<file path="config.mk">
export PLATFORM = sky130hd
export DESIGN_NAME = piece_ctrl
export DESIGN_NICKNAME = d
export VERILOG_FILES = /design/src/rtl/piece_ctrl.sv
export SDC_FILE = /design/constraint.sdc
export NUM_CORES = 1
export LEC_CHECK = 0
export CAP_MARGIN = 5
export CORE_MARGIN = 8
export CORE_UTILIZATION = 35
export CTS_BUF_LIST = sky130_fd_sc_hd__clkbuf_8
export CTS_CLUSTER_SIZE = 30
export DETAILED_ROUTE_END_ITERATION = 7
export GPL_ROUTABILITY_DRIVEN = 1
export PLACE_DENSITY = 0.6
export SYNTH_ARGS = -nofsm -noshare
export SYNTH_HDL_FRONTEND = slang
export SYNTH_SLANG_ARGS = --single-unit
export TNS_END_PERCENT = 10
</file>
<file path="constraint.sdc">
create_clock -name clk -period 1.9 [get_ports clk]
set_input_delay 0.57 -clock clk [delete_from_list [all_inputs] [get_ports clk]]
set_output_delay 0.57 -clock clk [all_outputs]
set_load 0.02 [all_outputs]
</file>
<file path="src/rtl/piece_ctrl.sv">
// Active-piece controller: tracks the falling piece's anchor and rotation,
// arbitrates player commands against gravity, and sequences check/lock/spawn/game-over.
module piece_ctrl #(
  parameter int X_W        = 5,
  parameter int Y_W        = 5,
  parameter int ROT_W      = 2,
  parameter int ROT_STATES = 4,
  parameter int BOARD_W    = 10,
  parameter int BOARD_H    = 20,
  parameter int SPAWN_X    = 4,
  parameter int SPAWN_Y    = 0,
  parameter int GRAV_DIV   = 50000000
) (
  input  logic             clk,
  input  logic             err,
  input  logic             drop,
  input  logic             left,
  input  logic             right,
  input  logic             ro,
  input  logic             chk_ack,
  input  logic             chk_hit,
  output logic [X_W-1:0]   block_pos_x_out,
  output logic [Y_W-1:0]   block_pos_y_out,
  output logic [ROT_W-1:0] rotate,
  output logic             chk_req,
  output logic [X_W-1:0]   cand_x,
  output logic [Y_W-1:0]   cand_y,
  output logic [ROT_W-1:0] cand_rot,
  output logic             busy,
  output logic             lock_pulse,
  output logic             game_over
);

  localparam int CNT_W = (GRAV_DIV > 1) ? $clog2(GRAV_DIV) : 1;
  localparam logic [CNT_W-1:0] GRAV_LAST = CNT_W'(GRAV_DIV - 1);
  localparam logic [X_W-1:0]   X_MAX     = X_W'(BOARD_W - 1);
  localparam logic [Y_W-1:0]   Y_MAX     = Y_W'(BOARD_H - 1);
  localparam logic [X_W-1:0]   X_SPAWN   = X_W'(SPAWN_X);
  localparam logic [Y_W-1:0]   Y_SPAWN   = Y_W'(SPAWN_Y);
  localparam logic [ROT_W-1:0] ROT_LAST  = ROT_W'(ROT_STATES - 1);

  typedef enum logic [2:0] {S_IDLE, S_CHECK, S_LOCK, S_SPAWN, S_OVER} state_e;

  state_e           state_q, state_d;
  logic [X_W-1:0]   pos_x_q, pos_x_d, cand_x_q, cand_x_d;
  logic [Y_W-1:0]   pos_y_q, pos_y_d, cand_y_q, cand_y_d;
  logic [ROT_W-1:0] rot_q, rot_d, cand_rot_q, cand_rot_d;
  logic             is_drop_q, is_drop_d;
  logic             grav_pend_q, grav_pend_d;
  logic [CNT_W-1:0] grav_cnt_q;
  logic             grav_wrap;
  logic             drop_launch;

  assign grav_wrap = (state_q != S_OVER) && (grav_cnt_q == GRAV_LAST);

  // NOTE: every combinational output gets a default first so no path infers a latch.
  always_comb begin
    state_d     = state_q;
    pos_x_d     = pos_x_q;
    pos_y_d     = pos_y_q;
    rot_d       = rot_q;
    cand_x_d    = cand_x_q;
    cand_y_d    = cand_y_q;
    cand_rot_d  = cand_rot_q;
    is_drop_d   = is_drop_q;
    drop_launch = 1'b0;

    case (state_q)
      S_IDLE: begin
        // Candidate mirrors the committed piece; only the moved field differs.
        cand_x_d   = pos_x_q;
        cand_y_d   = pos_y_q;
        cand_rot_d = rot_q;
        if (drop || grav_pend_q) begin
          drop_launch = 1'b1;
          if (pos_y_q == Y_MAX) begin
            state_d = S_LOCK;
          end else begin
            cand_y_d  = pos_y_q + Y_W'(1);
            is_drop_d = 1'b1;
            state_d   = S_CHECK;
          end
        end else if (left) begin
          if (pos_x_q != '0) begin
            cand_x_d  = pos_x_q - X_W'(1);
            is_drop_d = 1'b0;
            state_d   = S_CHECK;
          end
        end else if (right) begin
          if (pos_x_q != X_MAX) begin
            cand_x_d  = pos_x_q + X_W'(1);
            is_drop_d = 1'b0;
            state_d   = S_CHECK;
          end
        end else if (ro) begin
          cand_rot_d = (rot_q == ROT_LAST) ? '0 : rot_q + ROT_W'(1);
          is_drop_d  = 1'b0;
          state_d    = S_CHECK;
        end
      end
      S_CHECK: begin
        if (chk_ack) begin
          if (!chk_hit) begin
            pos_x_d = cand_x_q;
            pos_y_d = cand_y_q;
            rot_d   = cand_rot_q;
            state_d = S_IDLE;
          end else begin
            state_d = is_drop_q ? S_LOCK : S_IDLE;
          end
        end
      end
      S_LOCK: begin
        pos_x_d    = X_SPAWN;
        pos_y_d    = Y_SPAWN;
        rot_d      = '0;
        cand_x_d   = X_SPAWN;
        cand_y_d   = Y_SPAWN;
        cand_rot_d = '0;
        state_d    = S_SPAWN;
      end
      S_SPAWN: begin
        if (chk_ack) state_d = chk_hit ? S_OVER : S_IDLE;
      end
      S_OVER:  state_d = S_OVER;
      default: state_d = S_IDLE;
    endcase

    // A drop launched on the wrap cycle absorbs that gravity tick.
    if (drop_launch)    grav_pend_d = 1'b0;
    else if (grav_wrap) grav_pend_d = 1'b1;
    else                grav_pend_d = grav_pend_q;
  end

  // NOTE: sequential state uses non-blocking assignments so all registers see pre-edge values.
  always_ff @(posedge clk) begin
    if (err) begin
      state_q     <= S_IDLE;
      pos_x_q     <= X_SPAWN;
      pos_y_q     <= Y_SPAWN;
      rot_q       <= '0;
      cand_x_q    <= X_SPAWN;
      cand_y_q    <= Y_SPAWN;
      cand_rot_q  <= '0;
      is_drop_q   <= 1'b0;
      grav_pend_q <= 1'b0;
      grav_cnt_q  <= '0;
    end else begin
      state_q     <= state_d;
      pos_x_q     <= pos_x_d;
      pos_y_q     <= pos_y_d;
      rot_q       <= rot_d;
      cand_x_q    <= cand_x_d;
      cand_y_q    <= cand_y_d;
      cand_rot_q  <= cand_rot_d;
      is_drop_q   <= is_drop_d;
      grav_pend_q <= grav_pend_d;
      if (state_q != S_OVER) grav_cnt_q <= grav_wrap ? '0 : grav_cnt_q + CNT_W'(1);
    end
  end

  assign block_pos_x_out = pos_x_q;
  assign block_pos_y_out = pos_y_q;
  assign rotate          = rot_q;
  assign cand_x          = cand_x_q;
  assign cand_y          = cand_y_q;
  assign cand_rot        = cand_rot_q;
  assign chk_req         = (state_q == S_CHECK) || (state_q == S_SPAWN);
  assign busy            = (state_q != S_IDLE);
  assign lock_pulse      = (state_q == S_LOCK);
  assign game_over       = (state_q == S_OVER);

endmodule

</file>
==> run summary, run 1 <==
Drt via density: 5.450
Root buffer cell: clkbuf_8
CP arrival: 2.26 ns
Vias in the first global route: 2828
Layout cells sized above 1: 24.77%
# port buffers: 35
Nets: 452
Combinational power share: 15.0%
# rows: 33
CP required: 2.15 ns
CTS tree: yes
Hold endpoint: cand_y[4]$_SDFFE_PP0P_
GR Util met1: 20.43%
DRT iter0 DRCs: 178
CP Capture Type: flip-flop
Worst R2R End: grav_cnt_q[18]$_SDFFE_PP0N_
Setup Crit Path Kind: reg -> reg
RSZ-0062 raised after global routing: yes
Most used routing layer: met2
Post-route ant nets: 0
Fin crit period: 2.007 ns
DR vias: 2970
WP depth: 6
Synth Flop Type: dfxtp_1
Tcrit/Tclk final: 105.6%
GR Overflow Total: 0
Fmax: 498.2 MHz
Post-synthesis sequential area ratio: 37.45%
Initial core utilization: 35.97%
Met3 layer usage reported by global route: 2.275%
Area grow syn2layout: 38.17%
PwrDens: 551.3 nW/um^2
Hold Path Origin: cand_y[4]$_SDFFE_PP0P_
Setup_tns: -0.6726 ns
R2R cell count: 6
Worst-margin pin slew: 0.5768 ns
Hold Buf Count CTS: 0
Worst r2r src: state_q[2]$_SDFFE_PP0P_
Yosys warnings: 0
Post-synth cell types: 61
Cell at the slowest stage of the critical path: or4_4
Io pins: 36
Mapped Nets: 360
CP bufs+invs: 2
# diodes: 0
WL final: 8.449 mm
Worst Hold Depth: 2
DRC violations left: 0
Synth top area cells: dfxtp_1 37%, mux2i_1 4.8%, nor2_1 4.7%
Dpl ws: -0.2796 ns
MaxCap Viol Count: 0
Post-Route Skew: 0.01049 ns
First-pass GRT wire length: 13.90 mm
Cell area after synthesis: 2940 um^2
Clock transition at path regs: 0.11 ns
Synth top area share: 37.45%
#FFs+latches synth: 55
Final setup fails: 21
Failing checks: setup timing
Post-synth EDFFs: 0
Post-detail-place hpwl: 6.206 mm
Max rail drop VDD: 266.2 uV
Psw: 0.6239 mW
Initial antenna violation count: 0
Worst-path maximum fanout: 7
Synthesized instance count: 347
Tot Pwr: 2.240 mW
Reg power frac: 53.1%
Clock power frac: 31.9%
Die X: 107.7 um
Longest Clk Path Bufs: 2
Syn Area/Cell: 8.474 um^2
Clock buffers created by TritonCTS: 5
Critical path, cell by cell: or3b_4, inv_4, buf_6, or4_4, or4b_1, a21oi_1
Worst path max stage delay: 0.59 ns
Clk_lat worst skew: 0.32 ns
H-tree levels: 2
Largest net degree at the start of global routing: 20
Global Route met2 Usage: 21.97%
Pins Over Slew Limit: 0
Fin Hold WS: 0.4902 ns
Wire per inst: 15.50 um
Worst reg2reg setup slack: -0.11 ns
Pre-Repair DR Iteration Count: 4
Gr usage total: 14.48%
Fin worst setup slack: -0.1073 ns
Sw frac: 27.86%
Die footprint: 11590 um^2
Core Region: 8175 um^2
Delay-heaviest family, CP: simple AND/OR/NAND/NOR gates
Routability cong.: 0.8513
Die height: 107.7 um
Post-synth ARST share: 0%
P_leak: 1.739 nW
Outcome: finished, violations left
CP startpoint kind: flip-flop
Hold Fails Final Rpt: 0
Post-synth top area cell: dfxtp_1
Internal power: 1.616 mW
Hold WC Path Type: reg -> reg
Slew margin rel.: 61.41%
CTS sink cnt: 55
[worst reg2reg max path, cell delays in order, from the launching register on]
cell and delay, ns:
dfxtp_2 0.34, or3b_4 0.25, inv_4 0.04, buf_6 0.12
or4_4 0.59, or4b_1 0.48, a21oi_1 0.13
[synthesized netlist by cell type (3+ instances only)]
master	instances
nor3_1	8
a211o_1	3
ha_1	5
o21ai_0	22
xor2_1	6
and2_1	3
nand2_1	19
mux2i_1	14
or3_1	9
clkbuf_1	15
o31ai_1	5
nor4b_1	5
nand3_1	7
nor2_1	37
nand4_1	12
and4_1	3
a21o_1	4
nand2b_1	5
or3b_2	3
inv_1	8
a21oi_1	24
o22ai_1	3
or4_1	10
nor4bb_1	5
xnor2_1	8
dfxtp_1	55
nor3b_1	4
[what timing repair did]
| item | in CTS | in global routing |
|---|---|---|
| resized for setup | 37 | 27 |
| setup buffers | 1 | 6 |
| pin swaps | 2 | 10 |
| endpoints found under the hold margin | 0 | 0 |
| endpoints found under the setup margin | 45 | 46 |
[through the flow]
step	instance area [um^2]	cells	util, %
final	4063	545	49.69
after global routing	4063	545	49.69
after CTS	3946	539	48.27
after detailed placement	3856	530	47.17
after global placement	3856	530	47.17
after floorplan	2942	347	-
[power by group through the flow]
| stage | clock (mW) | sequential (mW) | combinational [mW] |
|---|---|---|---|
| 6_report | 0.715 | 1.19 | 0.335 |
| 5_1_grt | 0.788 | 1.19 | 0.363 |
| 4_1_cts | 0.746 | 1.19 | 0.329 |
| 3_5_place_dp | 0 | 1.21 | 0.330 |
| 3_3_place_gp | 0 | 1.21 | 0.326 |
| 2_1_floorplan | 0 | 1.23 | 0.138 |
[cell families (layout without fill, tap and decap cells)]
logic type | count (synthesis) | in the layout | share of synthesized area (%)
xor gates and xnor gates | 14 | 14 | 4.170
and+or+nand+nor | 145 | 145 | 28.55
DFF | 55 | 55 | 37.45
muxes | 14 | 14 | 4.766
adders and majority gates | 5 | 5 | 2.128
buffers and inverters | 30 | 123 | 4.425
AOI/OAI and AO/OA | 84 | 84 | 18.51
[worst max path at each step]
stage	endpoint	start	slack, ns
final	grav_cnt_q[18]$_SDFFE_PP0N_	state_q[2]$_SDFFE_PP0P_	-0.11
after global placement	cand_x[3]$_SDFFE_PP0P_	left	-0.24
after global routing	grav_cnt_q[24]$_SDFFE_PP0N_	state_q[2]$_SDFFE_PP0P_	-0.14
after detailed placement	cand_x[3]$_SDFFE_PP0P_	left	-0.28
after floorplan	grav_cnt_q[22]$_SDFFE_PP0N_	grav_cnt_q[0]$_SDFFE_PP0N_	-0.07
after CTS	grav_cnt_q[18]$_SDFFE_PP0N_	state_q[2]$_SDFFE_PP0P_	-0.17
[flip-flops by register name (all words and copies together) (netlist names)]
signal	flops
grav_cnt_q	26
block_pos_x_out	5
block_pos_y_out	5
cand_x	5
cand_y	5
state_q	3
cand_rot	2
rotate	2
grav_pend_q	1
is_drop_q	1
[area by class of cell]
class	instances	area, um^2
Clock buffer	5	68.82
Clock inverter	3	26.28
Inverter	9	36.28
Multi-Input combinational cell	262	1775
Timing Repair Buffer	106	918.4
Tap cell	105	131.4
Fill cell	779	4113
Sequential cell	55	1106
[metal layers]
| layer | up-vias | wire [um] |
|---|---|---|
| met5 | - | 0 |
| met4 | 0 | 123 |
| met3 | 9 | 421 |
| met2 | 69 | 3749 |
| met1 | 1421 | 4154 |
| li1 | 1471 | - |
[cell usage in the layout, fill, tap and decap left out, types with 5 or more instances in the layout]
cell type / netlist / final
dfxtp_1: 55 / 51
dlygate4sd2_1: 0 / 19
mux2i_1: 14 / 14
a21oi_1: 24 / 22
clkbuf_8: 0 / 5
nand4_1: 12 / 12
xnor2_1: 8 / 8
or4_1: 10 / 7
nand2_1: 19 / 19
ha_1: 5 / 5
o21ai_0: 22 / 21
xor2_1: 6 / 6
nand3_1: 7 / 7
buf_4: 2 / 66
inv_1: 8 / 8
dlymetal6s2s_1: 0 / 5
nor3_1: 8 / 7
or3_1: 9 / 9
clkdlybuf4s50_1: 0 / 7
nand2b_1: 5 / 5
nor2_1: 37 / 36
(Power assumes the default switching activity.)
==> run 2, diff against run 1 <==
--- a/config.mk
+++ b/config.mk
@@ -8,7 +8,7 @@
 export CAP_MARGIN = 5
 export CORE_MARGIN = 8
 export CORE_UTILIZATION = 35
-export CTS_BUF_LIST = sky130_fd_sc_hd__clkbuf_8
+export CTS_BUF_LIST = sky130_fd_sc_hd__clkbuf_4 sky130_fd_sc_hd__clkbuf_8 sky130_fd_sc_hd__clkbuf_16
 export CTS_CLUSTER_SIZE = 30
 export DETAILED_ROUTE_END_ITERATION = 7
 export GPL_ROUTABILITY_DRIVEN = 1
==> results of run 2 <==
Final layout, timing and power as in run 1 (identical DEF).
==> run 3, diff against run 2 <==
--- a/config.mk
+++ b/config.mk
@@ -12,6 +12,7 @@
 export CTS_CLUSTER_SIZE = 30
 export DETAILED_ROUTE_END_ITERATION = 7
 export GPL_ROUTABILITY_DRIVEN = 1
+export GPL_TIMING_DRIVEN = 0
 export PLACE_DENSITY = 0.6
 export SYNTH_ARGS = -nofsm -noshare
 export SYNTH_HDL_FRONTEND = slang
==> run summary, run 3 (synthesized netlist as in run 1, its figures left out) <==
Outcome: finished, violations left
Failing checks: setup timing
Fin worst setup slack: -0.1102 ns
MaxCap Viol Count: 0
Fin Hold WS: 0.4906 ns
Largest Register: grav_cnt_q
Die footprint: 11590 um^2
Commonest non-fill, non-tap cells in the layout: 42 x dfxtp_1, 36 x nor2_1, 20 x a21oi_1
# rows: 33
Root buffer cell: clkbuf_8
GR Util met1: 19.74%
Post-Route Skew: 0.01084 ns
Pre-Repair DR Iteration Count: 5
Longest Clk Path Bufs: 2
Core Region: 8175 um^2
Max rail drop VDD: 341.6 uV
Gr usage total: 13.81%
Clk_lat worst skew: 0.31 ns
Layout cells sized above 1: 19.55%
Setup Crit Path Kind: reg -> out
DR vias: 2853
H-tree levels: 2
Die height: 107.7 um
P_leak: 1.537 nW
PwrDens: 559.4 nW/um^2
Clock transition at path regs: 0.11 ns
CP arrival: 1.44 ns
First-pass GRT wire length: 13.12 mm
Largest net degree at the start of global routing: 19
Post-detail-place hpwl: 5.675 mm
DRT iter0 DRCs: 209
Clock buffers created by TritonCTS: 5
Routability cong.: 0.8721
RSZ-0062 raised after global routing: yes
CTS tree: yes
Post-route ant nets: 0
WL final: 8.162 mm
Wire per inst: 16.19 um
Final setup fails: 17
CP Capture Type: output port
Commonest non-fill, non-tap cell in the layout: dfxtp_1
Critical path, cell by cell: or3b_4, inv_4, buf_8, buf_6
# port buffers: 32
Hold WC Path Type: reg -> reg
Most used routing layer: met2
Pins Over Slew Limit: 0
Worst path max stage delay: 0.43 ns
CP startpoint kind: flip-flop
Fin crit period: 2.010 ns
Hold Buf Count CTS: 0
Worst-margin pin slew: 0.6092 ns
Worst-path maximum fanout: 6
Fmax: 497.5 MHz
GR Overflow Total: 0
Worst Hold Depth: 2
# diodes: 0
CP required: 1.33 ns
Initial antenna violation count: 0
Io pins: 36
Vias in the first global route: 2567
Slew margin rel.: 59.24%
Hold Fails Final Rpt: 0
Area grow syn2layout: 29.19%
Tcrit/Tclk final: 105.8%
Cell at the slowest stage of the critical path: or3b_4
Die X: 107.7 um
Met3 layer usage reported by global route: 1.976%
DRC violations left: 0
Largest register FFs: 26
Nets: 411
Global Route met2 Usage: 20.35%
R2R cell count: 5
Initial core utilization: 35.97%
CTS sink cnt: 55
Setup_tns: -0.5921 ns
Drt via density: 5.661
## run 3: cell types whose count changed in the layout (fill, tap and decap cells not counted), sizes merged, moves of 3 or more
cell           before  now
inv                12    9
dlymetal6s2s        5    8
clkdlybuf4s50       7    4
buf                74   22
clkbuf              5   17
dlygate4sd2        19   16
## run 3: what timing repair did
| action | CTS | global route |
|---|---|---|
| buffers inserted | 8 | 7 |
| gates resized for setup | 60 | 48 |
| endpoints found under the setup margin | 61 | 50 |
| pin swaps | 5 | 20 |
## run 3: worst max-delay path, delay by kind of cell (launching register included)
family	cells	cell delay, ns
buf+inv	3	0.29
simple gates	1	0.43
flops	1	0.40
## run 3: final timing paths
path                          startpoint                           to  slack (ns)
max reg2reg  grav_cnt_q[12]$_SDFFE_PP0N_  grav_cnt_q[22]$_SDFFE_PP0N_       -0.08
min reg2reg       cand_y[0]$_SDFFE_PP0P_       cand_y[0]$_SDFFE_PP0P_        0.49
max              state_q[2]$_SDFFE_PP0P_                    game_over       -0.11
min               cand_y[0]$_SDFFE_PP0P_       cand_y[0]$_SDFFE_PP0P_        0.49
## run 3: area by class of cell
cell class	count	area, um^2
Inverter	9	36.28
Clock buffer	5	68.82
Sequential cell	55	1132
Fill cell	816	4377
Buffer	18	112.6
Multi-Input combinational cell	262	1852
Timing Repair Buffer	47	440.4
Tap cell	105	131.4
Clock inverter	3	25.02
## run 3: through the flow
stage	instance area (um^2)	utilization (%)	std cells	worst slack (ns)	total power [mW]
2_1_floorplan	2942	-	347	-0.07037	1.365
3_3_place_gp	3393	41.51	484	-0.6642	1.451
3_5_place_dp	3393	41.51	484	-0.6695	1.452
4_1_cts	3645	44.58	500	-0.1804	2.158
5_1_grt	3799	46.46	504	-0.1538	2.222
6_report	3799	46.46	504	-0.1102	2.125
## run 3: layer usage
layer / up-vias / share of wire (%)
li1: 1390 / -
met1: 1378 / 50
met2: 71 / 44
met3: 14 / 3.9
met4: 0 / 1.9
met5: - / 0
## run 3: power by group
group          internal (mW)  switching (mW)  total (mW)  leakage, nW
Combinational          0.105           0.148       0.254         1.04
Sequential              1.17          0.0245        1.19        0.453
Clock                  0.265           0.414       0.679       0.0443
